==> config.mk <==
export PLATFORM = sky130hd
export DESIGN_NAME = fir_coeff_loader_flat
export DESIGN_NICKNAME = d
export VERILOG_FILES = /design/src/rtl/fir_coeff_loader_if.sv /design/src/rtl/fir_coeff_loader.sv /design/src/flat_wrapper.sv
export SDC_FILE = /design/constraint.sdc
export NUM_CORES = 1
export LEC_CHECK = 0
export CORE_UTILIZATION = 59
export DETAILED_ROUTE_END_ITERATION = 8
export GPL_ROUTABILITY_DRIVEN = 0
export PLACE_DENSITY = 0.85
export SLEW_MARGIN = 15
export SYNTH_ARGS = -nofsm -noshare
export SYNTH_HDL_FRONTEND = slang
export SYNTH_SLANG_ARGS = --single-unit
==> constraint.sdc <==
create_clock -name clk -period 24 [get_ports clk]
set_input_delay 4.8 -clock clk [delete_from_list [all_inputs] [get_ports clk]]
set_output_delay 4.8 -clock clk [all_outputs]
set_load 0.02 [all_outputs]
==> src/rtl/fir_coeff_loader_if.sv <==
`timescale 1ns/1ps
`default_nettype none
// ============================================================================
// Module  : fir_coeff_loader_if
// Brief   : Coefficient-load handshake bundle between a configuration source
//           and fir_coeff_loader (start strobe, valid/ready word transfer).
// Revision: 1.0 - initial release
// ============================================================================
interface fir_coeff_loader_if #(
    parameter int NBT_COEFF = 8
);
    logic                 i_cfg_start;
    logic                 i_cfg_valid;
    logic [NBT_COEFF-1:0] i_cfg_data;
    logic                 o_cfg_ready;

    modport master (
        output i_cfg_start,
        output i_cfg_valid,
        output i_cfg_data,
        input  o_cfg_ready
    );

    modport slave (
        input  i_cfg_start,
        input  i_cfg_valid,
        input  i_cfg_data,
        output o_cfg_ready
    );
endinterface
`default_nettype wire

==> src/rtl/fir_coeff_loader.sv <==
`timescale 1ns/1ps
`default_nettype none
// ============================================================================
// Module  : fir_coeff_loader
// Brief   : Runtime FIR coefficient loader; streams NUM_COEFF words into a
//           shadow bank and commits them atomically on an i_enable strobe.
//           Optional macro FIR_CFG_CHECKSUM_EN adds a registered tap sum.
// Revision: 1.0 - initial release
// ============================================================================
module fir_coeff_loader #(
    parameter int NBT_COEFF = 8,
    parameter int NUM_COEFF = 17,
    parameter int NB_ADDR   = 5
) (
    input  wire                              clk,
    input  wire                              i_reset,
    fir_coeff_loader_if.slave                cfg,
    input  wire                              i_enable,
    output logic [NUM_COEFF*NBT_COEFF-1:0]   o_coeffs,
    output logic                             o_busy,
    output logic                             o_done,
`ifdef FIR_CFG_CHECKSUM_EN
    output logic signed [NBT_COEFF+NB_ADDR-1:0] o_checksum,
`endif
    output logic                             o_err
);

    localparam logic [1:0]         c_idle        = 2'd0;
    localparam logic [1:0]         c_load        = 2'd1;
    localparam logic [1:0]         c_wait_commit = 2'd2;
    localparam logic [NB_ADDR-1:0] c_last_tap    = NB_ADDR'(NUM_COEFF - 1);

    logic [1:0]         state_q, state_d;
    logic [NB_ADDR-1:0] cnt_q, cnt_d;
    logic               done_q, done_d;
    logic               err_q, err_d;

    logic [NUM_COEFF-1:0][NBT_COEFF-1:0] shadow_q, shadow_d;
    logic [NUM_COEFF-1:0][NBT_COEFF-1:0] active_q, active_d;

    logic w_wr_en;
    logic w_commit;
    logic w_clr;
    logic w_cfg_ready;
    logic w_busy;

    // ------------------------------------------------------------------
    // State register
    // ------------------------------------------------------------------
    always_ff @(posedge clk or posedge i_reset) begin
        if (i_reset) begin
            state_q  <= c_idle;
            cnt_q    <= '0;
            done_q   <= 1'b0;
            err_q    <= 1'b0;
            shadow_q <= '0;
            active_q <= '0;
        end else begin
            state_q  <= state_d;
            cnt_q    <= cnt_d;
            done_q   <= done_d;
            err_q    <= err_d;
            shadow_q <= shadow_d;
            active_q <= active_d;
        end
    end

    // ------------------------------------------------------------------
    // Next-state logic
    // ------------------------------------------------------------------
    always_comb begin
        state_d  = state_q;
        cnt_d    = cnt_q;
        done_d   = 1'b0;
        err_d    = err_q;
        w_wr_en  = 1'b0;
        w_commit = 1'b0;
        w_clr    = 1'b0;
        case (state_q)
            c_idle: begin
                if (cfg.i_cfg_start) begin
                    state_d = c_load;
                    cnt_d   = '0;
                    w_clr   = 1'b1;
                end else if (cfg.i_cfg_valid) begin
                    err_d = 1'b1;
                end
            end
            c_load: begin
                // Restart wins over a word presented in the same cycle.
                if (cfg.i_cfg_start) begin
                    cnt_d = '0;
                    w_clr = 1'b1;
                    err_d = 1'b1;
                end else if (cfg.i_cfg_valid) begin
                    w_wr_en = 1'b1;
                    if (cnt_q == c_last_tap) begin
                        state_d = c_wait_commit;
                        cnt_d   = '0;
                    end else begin
                        cnt_d = cnt_q + NB_ADDR'(1);
                    end
                end
            end
            c_wait_commit: begin
                // A start coinciding with the commit edge is a legal chain.
                if (i_enable) begin
                    w_commit = 1'b1;
                    done_d   = 1'b1;
                    if (cfg.i_cfg_start) begin
                        state_d = c_load;
                        cnt_d   = '0;
                        w_clr   = 1'b1;
                    end else begin
                        state_d = c_idle;
                    end
                end else if (cfg.i_cfg_start) begin
                    state_d = c_load;
                    cnt_d   = '0;
                    w_clr   = 1'b1;
                    err_d   = 1'b1;
                end else if (cfg.i_cfg_valid) begin
                    err_d = 1'b1;
                end
            end
            default: begin
                state_d = c_idle;
                cnt_d   = '0;
            end
        endcase
    end

    // ------------------------------------------------------------------
    // Output decode from registered state
    // ------------------------------------------------------------------
    always_comb begin
        w_cfg_ready = 1'b0;
        w_busy      = 1'b0;
        case (state_q)
            c_load: begin
                w_cfg_ready = 1'b1;
                w_busy      = 1'b1;
            end
            c_wait_commit: begin
                w_busy = 1'b1;
            end
            default: begin
                w_cfg_ready = 1'b0;
                w_busy      = 1'b0;
            end
        endcase
    end

    // ------------------------------------------------------------------
    // Shadow and active banks
    // ------------------------------------------------------------------
    always_comb begin
        shadow_d = shadow_q;
        for (int k = 0; k < NUM_COEFF; k++) begin
            if (w_wr_en && (cnt_q == NB_ADDR'(k))) begin
                shadow_d[k] = cfg.i_cfg_data;
            end
        end
    end

    always_comb begin
        active_d = active_q;
        if (w_commit) begin
            active_d = shadow_q;
        end
    end

`ifdef FIR_CFG_CHECKSUM_EN
    // Running sum is built word by word so the commit is a plain register copy.
    logic [NBT_COEFF+NB_ADDR-1:0] sum_q, sum_d;
    logic [NBT_COEFF+NB_ADDR-1:0] checksum_q, checksum_d;

    always_ff @(posedge clk or posedge i_reset) begin
        if (i_reset) begin
            sum_q      <= '0;
            checksum_q <= '0;
        end else begin
            sum_q      <= sum_d;
            checksum_q <= checksum_d;
        end
    end

    always_comb begin
        sum_d      = sum_q;
        checksum_d = checksum_q;
        if (w_commit) begin
            checksum_d = sum_q;
        end
        if (w_clr) begin
            sum_d = '0;
        end else if (w_wr_en) begin
            sum_d = sum_q + {{NB_ADDR{cfg.i_cfg_data[NBT_COEFF-1]}}, cfg.i_cfg_data};
        end
    end

    assign o_checksum = $signed(checksum_q);
`endif

    assign cfg.o_cfg_ready = w_cfg_ready;
    assign o_busy          = w_busy;
    assign o_done          = done_q;
    assign o_err           = err_q;
    assign o_coeffs        = active_q;

endmodule
`default_nettype wire

==> src/flat_wrapper.sv <==
// flat-port wrapper written by rule: the top's interface ports become plain ports
module fir_coeff_loader_flat 
#(
    parameter int NBT_COEFF = 8,
    parameter int NUM_COEFF = 17,
    parameter int NB_ADDR   = 5
)
  (clk, i_reset, i_enable, o_coeffs, o_busy, o_done, o_err, cfg_i_cfg_start, cfg_i_cfg_valid, cfg_i_cfg_data, cfg_o_cfg_ready);
  fir_coeff_loader_if #(.NBT_COEFF(NBT_COEFF)) cfg_i ();
  input  wire clk;
  input  wire i_reset;
  input  wire i_enable;
  output logic [NUM_COEFF*NBT_COEFF-1:0] o_coeffs;
  output logic o_busy;
  output logic o_done;
  output logic o_err;
  input wire logic [$bits(cfg_i.i_cfg_start)-1:0] cfg_i_cfg_start;
  input wire logic [$bits(cfg_i.i_cfg_valid)-1:0] cfg_i_cfg_valid;
  input wire logic [$bits(cfg_i.i_cfg_data)-1:0] cfg_i_cfg_data;
  output wire logic [$bits(cfg_i.o_cfg_ready)-1:0] cfg_o_cfg_ready;
  assign cfg_i.i_cfg_start = cfg_i_cfg_start;
  assign cfg_i.i_cfg_valid = cfg_i_cfg_valid;
  assign cfg_i.i_cfg_data = cfg_i_cfg_data;
  assign cfg_o_cfg_ready = cfg_i.o_cfg_ready;
  fir_coeff_loader #(.NBT_COEFF(NBT_COEFF), .NUM_COEFF(NUM_COEFF), .NB_ADDR(NB_ADDR)) u_core (.clk(clk), .i_reset(i_reset), .cfg(cfg_i), .i_enable(i_enable), .o_coeffs(o_coeffs), .o_busy(o_busy), .o_done(o_done), .o_err(o_err));
endmodule
==> results of run 1 <==
[report_power, final]
| group | switching, mW | internal [mW] | total (mW) |
|---|---|---|---|
| Combinational | 0.0384 | 0.0232 | 0.0616 |
| Clock | 0.172 | 0.270 | 0.442 |
| Sequential | 0.00939 | 0.489 | 0.499 |
| Total | 0.220 | 0.783 | 1.00 |
[per-layer routing]
| layer | routed length (µm) | share of wire | vias up | track usage |
|---|---|---|---|---|
| met2 | 10900 | 0.48 | 183 | 0.400 |
| li1 | - | - | 2670 | - |
| met4 | 461 | 0.020 | 0 | 0.0562 |
| met3 | 1390 | 0.062 | 32 | 0.0561 |
| met5 | 0 | 0 | - | 0.00501 |
| met1 | 9800 | 0.44 | 3184 | 0.338 |
[final cells by class]
type	count	area, µm²
tap	229	287
antenna	1	2.50
sequential	281	7030
clock inverter	5	75.1
multi-input combinational	346	3760
fill	1030	4460
inverter	10	45.0
timing repair buffer	155	1550
clock buffer	47	883
[flip-flops by register name, summed over array words and instances, names as in the netlist]
signal,cells
u_core.o_err,1
u_core.o_coeffs,136
u_core.cnt_q,5
u_core.o_done,1
u_core.state_q,2
u_core.shadow_q,136
[through the flow]
stage	setup slack, ns	utilization
after floorplan	11.45	-
after global placement	16.84	0.700
after detailed placement	16.72	0.700
after CTS	17.19	0.753
after global routing	17.14	0.754
final	17.20	0.754
[cells in the final DEF, fill, tap and decap left out, types with 2 or more instances in the layout]
cell type / count
clkbuf_16: 29
o21ai_1: 4
mux2_1: 140
clkbuf_1: 9
bufinv_16: 2
nand2_1: 7
ha_1: 9
clkbuf_8: 9
clkinv_2: 3
inv_1: 8
clkdlybuf4s50_1: 152
buf_4: 2
o21ai_0: 2
nor2_1: 3
nand3_2: 4
mux2_2: 132
nor2_8: 11
nand2b_1: 7
dfrtp_1: 281
nand2_4: 4
a21oi_1: 5
[final timing paths]
path                                      startpoint              endpoint  slack [ns]  cells after the start
worst max-delay path               u_core.state_q[1]       cfg_o_cfg_ready       17.20                      3
max in group asynchronous                    i_reset   u_core.shadow_q[47]       17.67                      3
min in group asynchronous                    i_reset   u_core.o_coeffs[97]        4.81                      2
worst max register to register     u_core.state_q[0]   u_core.o_coeffs[80]       21.24                      5
worst min register to register  u_core.shadow_q[134]  u_core.shadow_q[134]        0.48                      1
worst min-delay path            u_core.shadow_q[134]  u_core.shadow_q[134]        0.48                      1
[cells by family (layout without fill, tap and decap cells)]
logic type / count (synthesis) / count (layout) / share of synthesized area
DFF: 281 / 281 / 0.643
muxes: 272 / 272 / 0.280
and+or+nand+nor: 45 / 45 / 0.0411
buffers and inverters: 38 / 217 / 0.0146
AOI/OAI and AO/OA: 19 / 19 / 0.0106
adders and majority gates: 9 / 9 / 0.0103
xor gates and xnor gates: 1 / 1 / 0.000801
other: 0 / 1 / 0
==> impl_metrics.csv, run 1 <==
group,metric,value,unit
logic_synthesis,synthesis.nets,687,
drt,drc,30,
global_route,grt.overflow.total,0,
logic_synthesis,ys_warn_count,0,
status,outcome,"finished with violations",
floorplanning,dieArea,19100,µm²
logic_synthesis,netlist_instances,665,
sta,clock_skew,0.0103,ns
logic_synthesis,ys_top_cells_by_area,"dfrtp_1, mux2_1, mux2_2",
drt,firstDrtPassIters,8,
global_route,grt_pass1_vias,6606,
clock_tree,clockRootBuffer,"clkbuf_16",
clock_tree,cts_hold_buffers,0,
drt,drt_iter0_drc,283,
floorplanning,die_h,138,µm
drt,wl,22500,µm
sta,fin_crit,6.80,ns
sta,finalHoldViolCount,0,
clock_tree,cts_sinks,281,
global_route,grt_pass1_wl,36600,µm
clock_tree,clk_pin_slew,0.06,ns
worst_setup_path,worst_path_largest_cell_delay,0.67,ns
drt,ant_nets,0,
layout,area_delta_synth_final,24.6,%
logic_synthesis,yosysTopAreaCellShare,0.643,
global_route,grtUsageTotal,0.245,
worst_setup_path,critPathKind,"reg -> out",
status,violations,"design-rule violations",
floorplanning,die_w,138,µm
worst_setup_path,arrival,2.00,ns
logic_synthesis,synth-seq-cells,281,
sta,finalCritPeriodShare,0.283,
placed_design,portBuffers,152,
logic_synthesis,synth_edf_count,0,
floorplanning,core_area,18100,µm²
power_and_ir_drop,power_leakage,7.16,nW
logic_synthesis,ys_seq_area_frac,0.643,
layout,layout.cells.non_filler,1074,
global_route,grt_max_degree,112,
drt,vias_per_cell,5.65,
clock_tree,post_cts_buffers,0,
sta,fmax,147,MHz
power_and_ir_drop,finalPower,1.00,mW
logic_synthesis,synth_area,10900,µm²
worst_setup_path,worstSetupStartpointType,"flop",
logic_synthesis,async_flop_share,1.00,
floorplanning,initial_utilization,0.605,
sta,setup_viol,0,
flow_run,drv_cap,0,
clock_tree,clockBufferDepth,3,
sta,tns,0,ns
logic_synthesis,avgSynthCellArea,16.5,µm²
worst_setup_path,cp_cell_sequence,"inv_1 -> ha_1 -> clkdlybuf4s50_1",
clock_tree,cts_max_level,1,
power_and_ir_drop,powerDensity,73.6,nW/µm²
placed_design,dpl.hpwl,14300,µm
worst_setup_path,crit_required,19.20,ns
logic_synthesis,synth-main-ff-cell,"dfrtp_1",
layout,nets,844,
sta,worstMarginPinSlew,1.07,ns
floorplanning,io-pin-count,153,
sta,max_slew_margin,0.285,
hold_path,hold_class,"reg -> reg",
worst_setup_path,crit_buf_inv,2,
logic_synthesis,synth.distinct_cells,36,
sta,whs,0.481,ns
global_route,antenna_found_initial,1,
clock_tree,numCtsBuffers,28,
placed_design,place_area,12700,µm²
sta,report.final.slew_viol_count,0,
drt,via_count,6069,
layout,design_area,13600,µm²
drt,wl_per_cell,21.0,µm
logic_synthesis,synth_top_cell_by_area,"dfrtp_1",
worst_setup_path,slowest_stage,"clkdlybuf4s50_1",
clock_tree,clk_latency,0.53,ns
worst_setup_path,worstPathMaxFanout,8,
floorplanning,placementRows,49,
power_and_ir_drop,ir_worst_vdd,0.0661,mV
logic_synthesis,synth.most_common_cell,"dfrtp_1",
worst_setup_path,crit_family,"buffers and inverters",
worst_setup_path,end_kind,"output pin",
placed_design,dp.cells,1021,
clock_tree,cts_resized,0,
logic_synthesis,synth_common_cells,"dfrtp_1, mux2_1, mux2_2",
sta,rsz0062_at_grt,"false",
clock_tree,cts_tree,"yes",
layout,drive_above_1_share,0.239,
(Power assumes the default switching activity.)
==> inputs of run 2 (changes only) <==
--- a/config.mk
+++ b/config.mk
@@ -5,10 +5,10 @@
 export SDC_FILE = /design/constraint.sdc
 export NUM_CORES = 1
 export LEC_CHECK = 0
-export CORE_UTILIZATION = 59
+export CORE_UTILIZATION = 54
 export DETAILED_ROUTE_END_ITERATION = 8
 export GPL_ROUTABILITY_DRIVEN = 0
-export PLACE_DENSITY = 0.85
+export PLACE_DENSITY = 0.79
 export SLEW_MARGIN = 15
 export SYNTH_ARGS = -nofsm -noshare
 export SYNTH_HDL_FRONTEND = slang
==> constraint.sdc (replaced) <==
create_clock -name clk -period 6.8 [get_ports clk]
set_input_delay 1.36 -clock clk [delete_from_list [all_inputs] [get_ports clk]]
set_output_delay 1.36 -clock clk [all_outputs]
set_load 0.02 [all_outputs]
==> run 2 against run 1 <==
The flow now finishes without violations. Clock skew grew 0.0013 ns. Design area is essentially flat. Global-route usage decreased by 2.0 points. Worst setup slack worse by 14 ns. Die area grew 9.1%. Hold slack lost 0.0012 ns. Routed wire length up 0.51%. Sequential cell count stayed put. Sequential share of layout area about the same. Critical path depth unchanged. Register-to-register slack worse by 17 ns. Largest cell class unchanged. Largest power group unchanged. Highest routed layer unchanged.
==> impl_metrics.csv, run 2 (same netlist as run 1, synthesis figures left out) <==
group,metric,value,unit
placed_design,portBuffers,152,
drt,drc,0,
worst_setup_path,worstPathMaxFanout,8,
floorplanning,dieArea,20800,µm²
global_route,grt_pass1_wl,35200,µm
global_route,grt.overflow.total,0,
clock_tree,cts_hold_buffers,0,
layout,num_antenna_cells,0,
worst_setup_path,cp_cell_sequence,"inv_1 -> ha_1 -> clkdlybuf4s50_1",
worst_setup_path,reg2reg_setup_slack,4.02,ns
clock_tree,cts_resized,0,
worst_setup_path,slowest_stage,"clkdlybuf4s50_1",
status,outcome,"finished, final reports clean",
layout,nets,845,
layout,final_common_cell,"dfrtp_1",
drt,wl_per_cell,20.5,µm
sta,setup_slack,3.40,ns
sta,report.final.slew_viol_count,0,
global_route,grt_pass1_vias,6263,
drt,drt_iter0_drc,286,
sta,finalCritPeriodShare,0.501,
sta,worstMarginPinSlew,1.05,ns
clock_tree,cts_tree,"yes",
floorplanning,core_area,19700,µm²
worst_setup_path,worst_path_largest_cell_delay,0.66,ns
floorplanning,initial_utilization,0.557,
global_route,grtUsageTotal,0.224,
floorplanning,placementRows,51,
layout,drive_above_1_share,0.238,
clock_tree,post_cts_buffers,0,
worst_setup_path,worstSetupStartpointType,"flop",
placed_design,dpl.hpwl,14400,µm
worst_setup_path,arrival,2.04,ns
clock_tree,cts_sinks,281,
drt,wl,22600,µm
hold_path,hold_class,"reg -> reg",
worst_setup_path,crit_family,"buffers and inverters",
worst_setup_path,crit_buf_inv,2,
floorplanning,die_w,144,µm
drt,via_count,6056,
clock_tree,cts_max_level,1,
drt,vias_per_cell,5.47,
layout,nFillCells,1300,
floorplanning,io-pin-count,153,
sta,rsz0062_at_grt,"false",
drt,firstDrtPassIters,4,
sta,fmax,294,MHz
layout,final_cell_mix,"dfrtp_1, clkdlybuf4s50_1, mux2_1",
power_and_ir_drop,ir_worst_vdd,0.177,mV
worst_setup_path,end_kind,"output pin",
sta,max_slew_margin,0.300,
sta,tns,0,ns
global_route,grt_max_degree,167,
sta,clock_skew,0.0116,ns
sta,finalHoldViolCount,0,
sta,setup_viol,0,
power_and_ir_drop,power_leakage,7.13,nW
worst_setup_path,crit_required,5.44,ns
layout,area_delta_synth_final,24.6,%
power_and_ir_drop,powerDensity,253,nW/µm²
clock_tree,clockRootBuffer,"clkbuf_16",
sta,fin_crit,3.40,ns
clock_tree,clockBufferDepth,3,
global_route,antenna_found_initial,0,
drt,ant_nets,0,
clock_tree,numCtsBuffers,28,
placed_design,place_ws,2.97,ns
clock_tree,clk_pin_slew,0.07,ns
power_and_ir_drop,finalPower,3.45,mW
flow_run,drv_cap,0,
worst_setup_path,critPathKind,"reg -> out",
clock_tree,clk_latency,0.54,ns
floorplanning,die_h,144,µm
-- run 2: changes by cell type in the layout (fill, tap and decap cells not counted), sizes merged --
cell	before	now
clkinvlp	0	2
buf	3	4
diode	1	0
clkbuf	47	45
bufinv	2	0
inv	10	9
-- run 2: final timing paths --
path | start | end | depth (start not counted)
worst max register to register | u_core.state_q[0] | u_core.o_coeffs[131] | 5
worst max-delay path | u_core.state_q[1] | cfg_o_cfg_ready | 3
max in group asynchronous | i_reset | u_core.o_coeffs[85] | 4
worst min-delay path | u_core.shadow_q[98] | u_core.shadow_q[98] | 1
min in group asynchronous | i_reset | u_core.o_coeffs[89] | 2
worst min register to register | u_core.shadow_q[98] | u_core.shadow_q[98] | 1
-- run 2: area by class of cell --
type                    count  area (µm²)  area share
well taps                 265         332      0.0243
inverters                  10        41.3     0.00303
clock buffers              45         845      0.0620
clock inverters             4        45.0     0.00331
multi-input cells         346        3760       0.276
flip-flops and latches    281        7030       0.516
repair buffers            156        1580       0.116
-- run 2: stage by stage --
step	hold WS, ns	utilization	cell area (µm²)	instances
global route	0.499	0.693	13600	1107
global placement	0.461	0.647	12700	1057
floorplan	0.452	-	10900	665
CTS	0.484	0.692	13600	1106
finish	0.480	0.693	13600	1107
detailed placement	0.471	0.647	12700	1057
-- run 2: where the power goes --
part / leakage [nW] / switching, mW / internal (mW) / total, mW
clock: 0.431 / 0.621 / 0.849 / 1.47
combinational: 2.80 / 0.138 / 0.0837 / 0.221
sequential: 3.90 / 0.0299 / 1.73 / 1.76
total: 7.13 / 0.789 / 2.66 / 3.45
-- run 2: routing by layer --
metal | GRT usage | part of all wire | vias to the layer above
met3 | 0.0417 | 0.061 | 38
li1 | - | - | 2665
met1 | 0.330 | 0.46 | 3167
met5 | 0 | 0 | -
met2 | 0.348 | 0.46 | 186
met4 | 0.0521 | 0.017 | 0
==> inputs of run 3 (changes only) <==
==> constraint.sdc (replaced) <==
create_clock -name clk -period 3.5 [get_ports clk]
set_input_delay 0.7 -clock clk [delete_from_list [all_inputs] [get_ports clk]]
set_output_delay 0.7 -clock clk [all_outputs]
set_load 0.02 [all_outputs]
==> run 3 against run 2 <==
First-iteration DRC count decreased by 13%. Sequential power up 94%. Critical path depth unchanged. Global-route usage is 1.8 points higher. Sequential cell count did not move. Register-to-register slack worse by 3.0 ns. Die area unchanged. Clock skew is 0.0062 ns higher.
==> impl_metrics.csv, run 3 (same netlist as run 1, synthesis figures left out) <==
group,metric,value,unit
clock_tree,cts_sinks,281,
clock_tree,cts_tree,"yes",
clock_tree,clockRootBuffer,"clkbuf_16",
worst_setup_path,rr_startpoint,"u_core.state_q[1]",
worst_setup_path,setup.worst_path.end,"cfg_o_cfg_ready",
floorplanning,initial_utilization,0.557,
layout,design_area,13800,µm²
floorplanning,io-pin-count,153,
floorplanning,die_w,144,µm
layout,final_common_cell,"dfrtp_1",
clock_tree,cts_resized,0,
worst_setup_path,end_kind,"output pin",
drt,ant_nets,0,
worst_setup_path,timing.rr.end,"u_core.shadow_q[69]",
sta,max_slew_margin,0.293,
worst_setup_path,crit_required,2.80,ns
status,outcome,"finished, final reports clean",
worst_setup_path,r2r_cells,6,
drt,drc,0,
sta,rsz0062_at_grt,"false",
sta,finalHoldViolCount,0,
placed_design,place_area,12800,µm²
global_route,antenna_found_initial,1,
sta,whs,0.483,ns
placed_design,place_ws,0.517,ns
power_and_ir_drop,powerDensity,510,nW/µm²
clock_tree,numCtsBuffers,28,
layout,nFillCells,1332,
layout,num_antenna_cells,0,
global_route,grt.overflow.total,0,
global_route,grt_max_degree,104,
placed_design,dp.cells,1064,
drt,vias_per_cell,5.52,
power_and_ir_drop,power_leakage,7.22,nW
floorplanning,die_h,144,µm
clock_tree,clk_pin_slew,0.06,ns
layout,drive_above_1_share,0.251,
layout,utilization,0.703,
floorplanning,placementRows,51,
layout,area_delta_synth_final,26.3,%
clock_tree,post_cts_buffers,0,
sta,worstMarginPinSlew,1.06,ns
drt,drt_iter0_drc,248,
layout,layout.cells.non_filler,1115,
sta,tns,0,ns
layout,nets,851,
layout,final_cell_mix,"dfrtp_1, clkdlybuf4s50_1, mux2_1",
flow_run,drv_cap,0,
drt,wl,23700,µm
worst_setup_path,reg2reg_setup_slack,1.03,ns
clock_tree,cts_hold_buffers,0,
drt,firstDrtPassIters,4,
worst_setup_path,arrival,2.04,ns
global_route,grtUsageTotal,0.242,
sta,clock_skew,0.0178,ns
floorplanning,dieArea,20800,µm²
sta,fin_crit,2.74,ns
drt,via_count,6154,
placed_design,portBuffers,152,
worst_setup_path,worstSetupStartpointType,"flop",
global_route,grt_pass1_vias,6747,
clock_tree,clk_latency,0.53,ns
worst_setup_path,worstPathMaxFanout,8,
clock_tree,clockBufferDepth,3,
worst_setup_path,crit_start,"u_core.state_q[1]",
sta,finalCritPeriodShare,0.782,
floorplanning,core_area,19700,µm²
sta,setup_slack,0.762,ns
power_and_ir_drop,ir_worst_vdd,0.370,mV
global_route,grt_pass1_wl,38200,µm
power_and_ir_drop,finalPower,7.05,mW
clock_tree,cts_max_level,1,
placed_design,dpl.hpwl,15500,µm
hold_path,hold_class,"reg -> reg",
sta,fmax,365,MHz
sta,setup_viol,0,
sta,report.final.slew_viol_count,0,
drt,wl_per_cell,21.3,µm
worst_setup_path,critPathKind,"reg -> out",
-- run 3: changes by cell type in the layout (fill, tap and decap cells not counted), moves of 2 or more --
cell        delta
clkinvlp_4     +3
buf_4          +4
clkinv_2       +4
bufinv_16      +6
clkbuf_1       -5
clkbuf_8       -5
buf_12         +2
-- run 3: layer usage --
| metal | GRT usage | routed length, µm | vias up |
|---|---|---|---|
| met4 | 0.0576 | 390 | 0 |
| met2 | 0.407 | 11700 | 174 |
| met1 | 0.331 | 10500 | 3273 |
| met3 | 0.0384 | 1130 | 29 |
| met5 | 0 | 0 | - |
| li1 | - | - | 2678 |
-- run 3: how the worst min path moves through the flow --
stage	start	to	cells after the start
2_1_floorplan	u_core.shadow_q[119]	u_core.shadow_q[119]	1
4_1_cts	u_core.shadow_q[110]	u_core.o_coeffs[110]	1
3_5_place_dp	u_core.shadow_q[110]	u_core.o_coeffs[110]	1
3_3_place_gp	u_core.shadow_q[33]	u_core.shadow_q[33]	1
5_1_grt	u_core.shadow_q[47]	u_core.shadow_q[47]	1
6_report	u_core.shadow_q[49]	u_core.shadow_q[49]	1
-- run 3: area by class of cell --
class / instances / area [µm²] / share of cell area
Inverter: 10 / 41.3 / 0.00299
Sequential cell: 281 / 7030 / 0.509
Tap cell: 265 / 332 / 0.0240
Timing Repair Buffer: 162 / 1650 / 0.119
Multi-Input combinational cell: 346 / 3760 / 0.272
Clock buffer: 35 / 757 / 0.0548
Clock inverter: 16 / 251 / 0.0182
-- run 3: critical path: stages (launching register included) --
cell and delay [ns]:
dfrtp_1 0.41, inv_1 0.11, ha_1 0.32, clkdlybuf4s50_1 0.67
-- run 3: power breakdown --
group          internal [mW]  total (mW)  switching, mW
clock network           1.98        3.20           1.22
registers               3.35        3.41         0.0602
logic                  0.168       0.435          0.267
total                   5.50        7.05           1.55
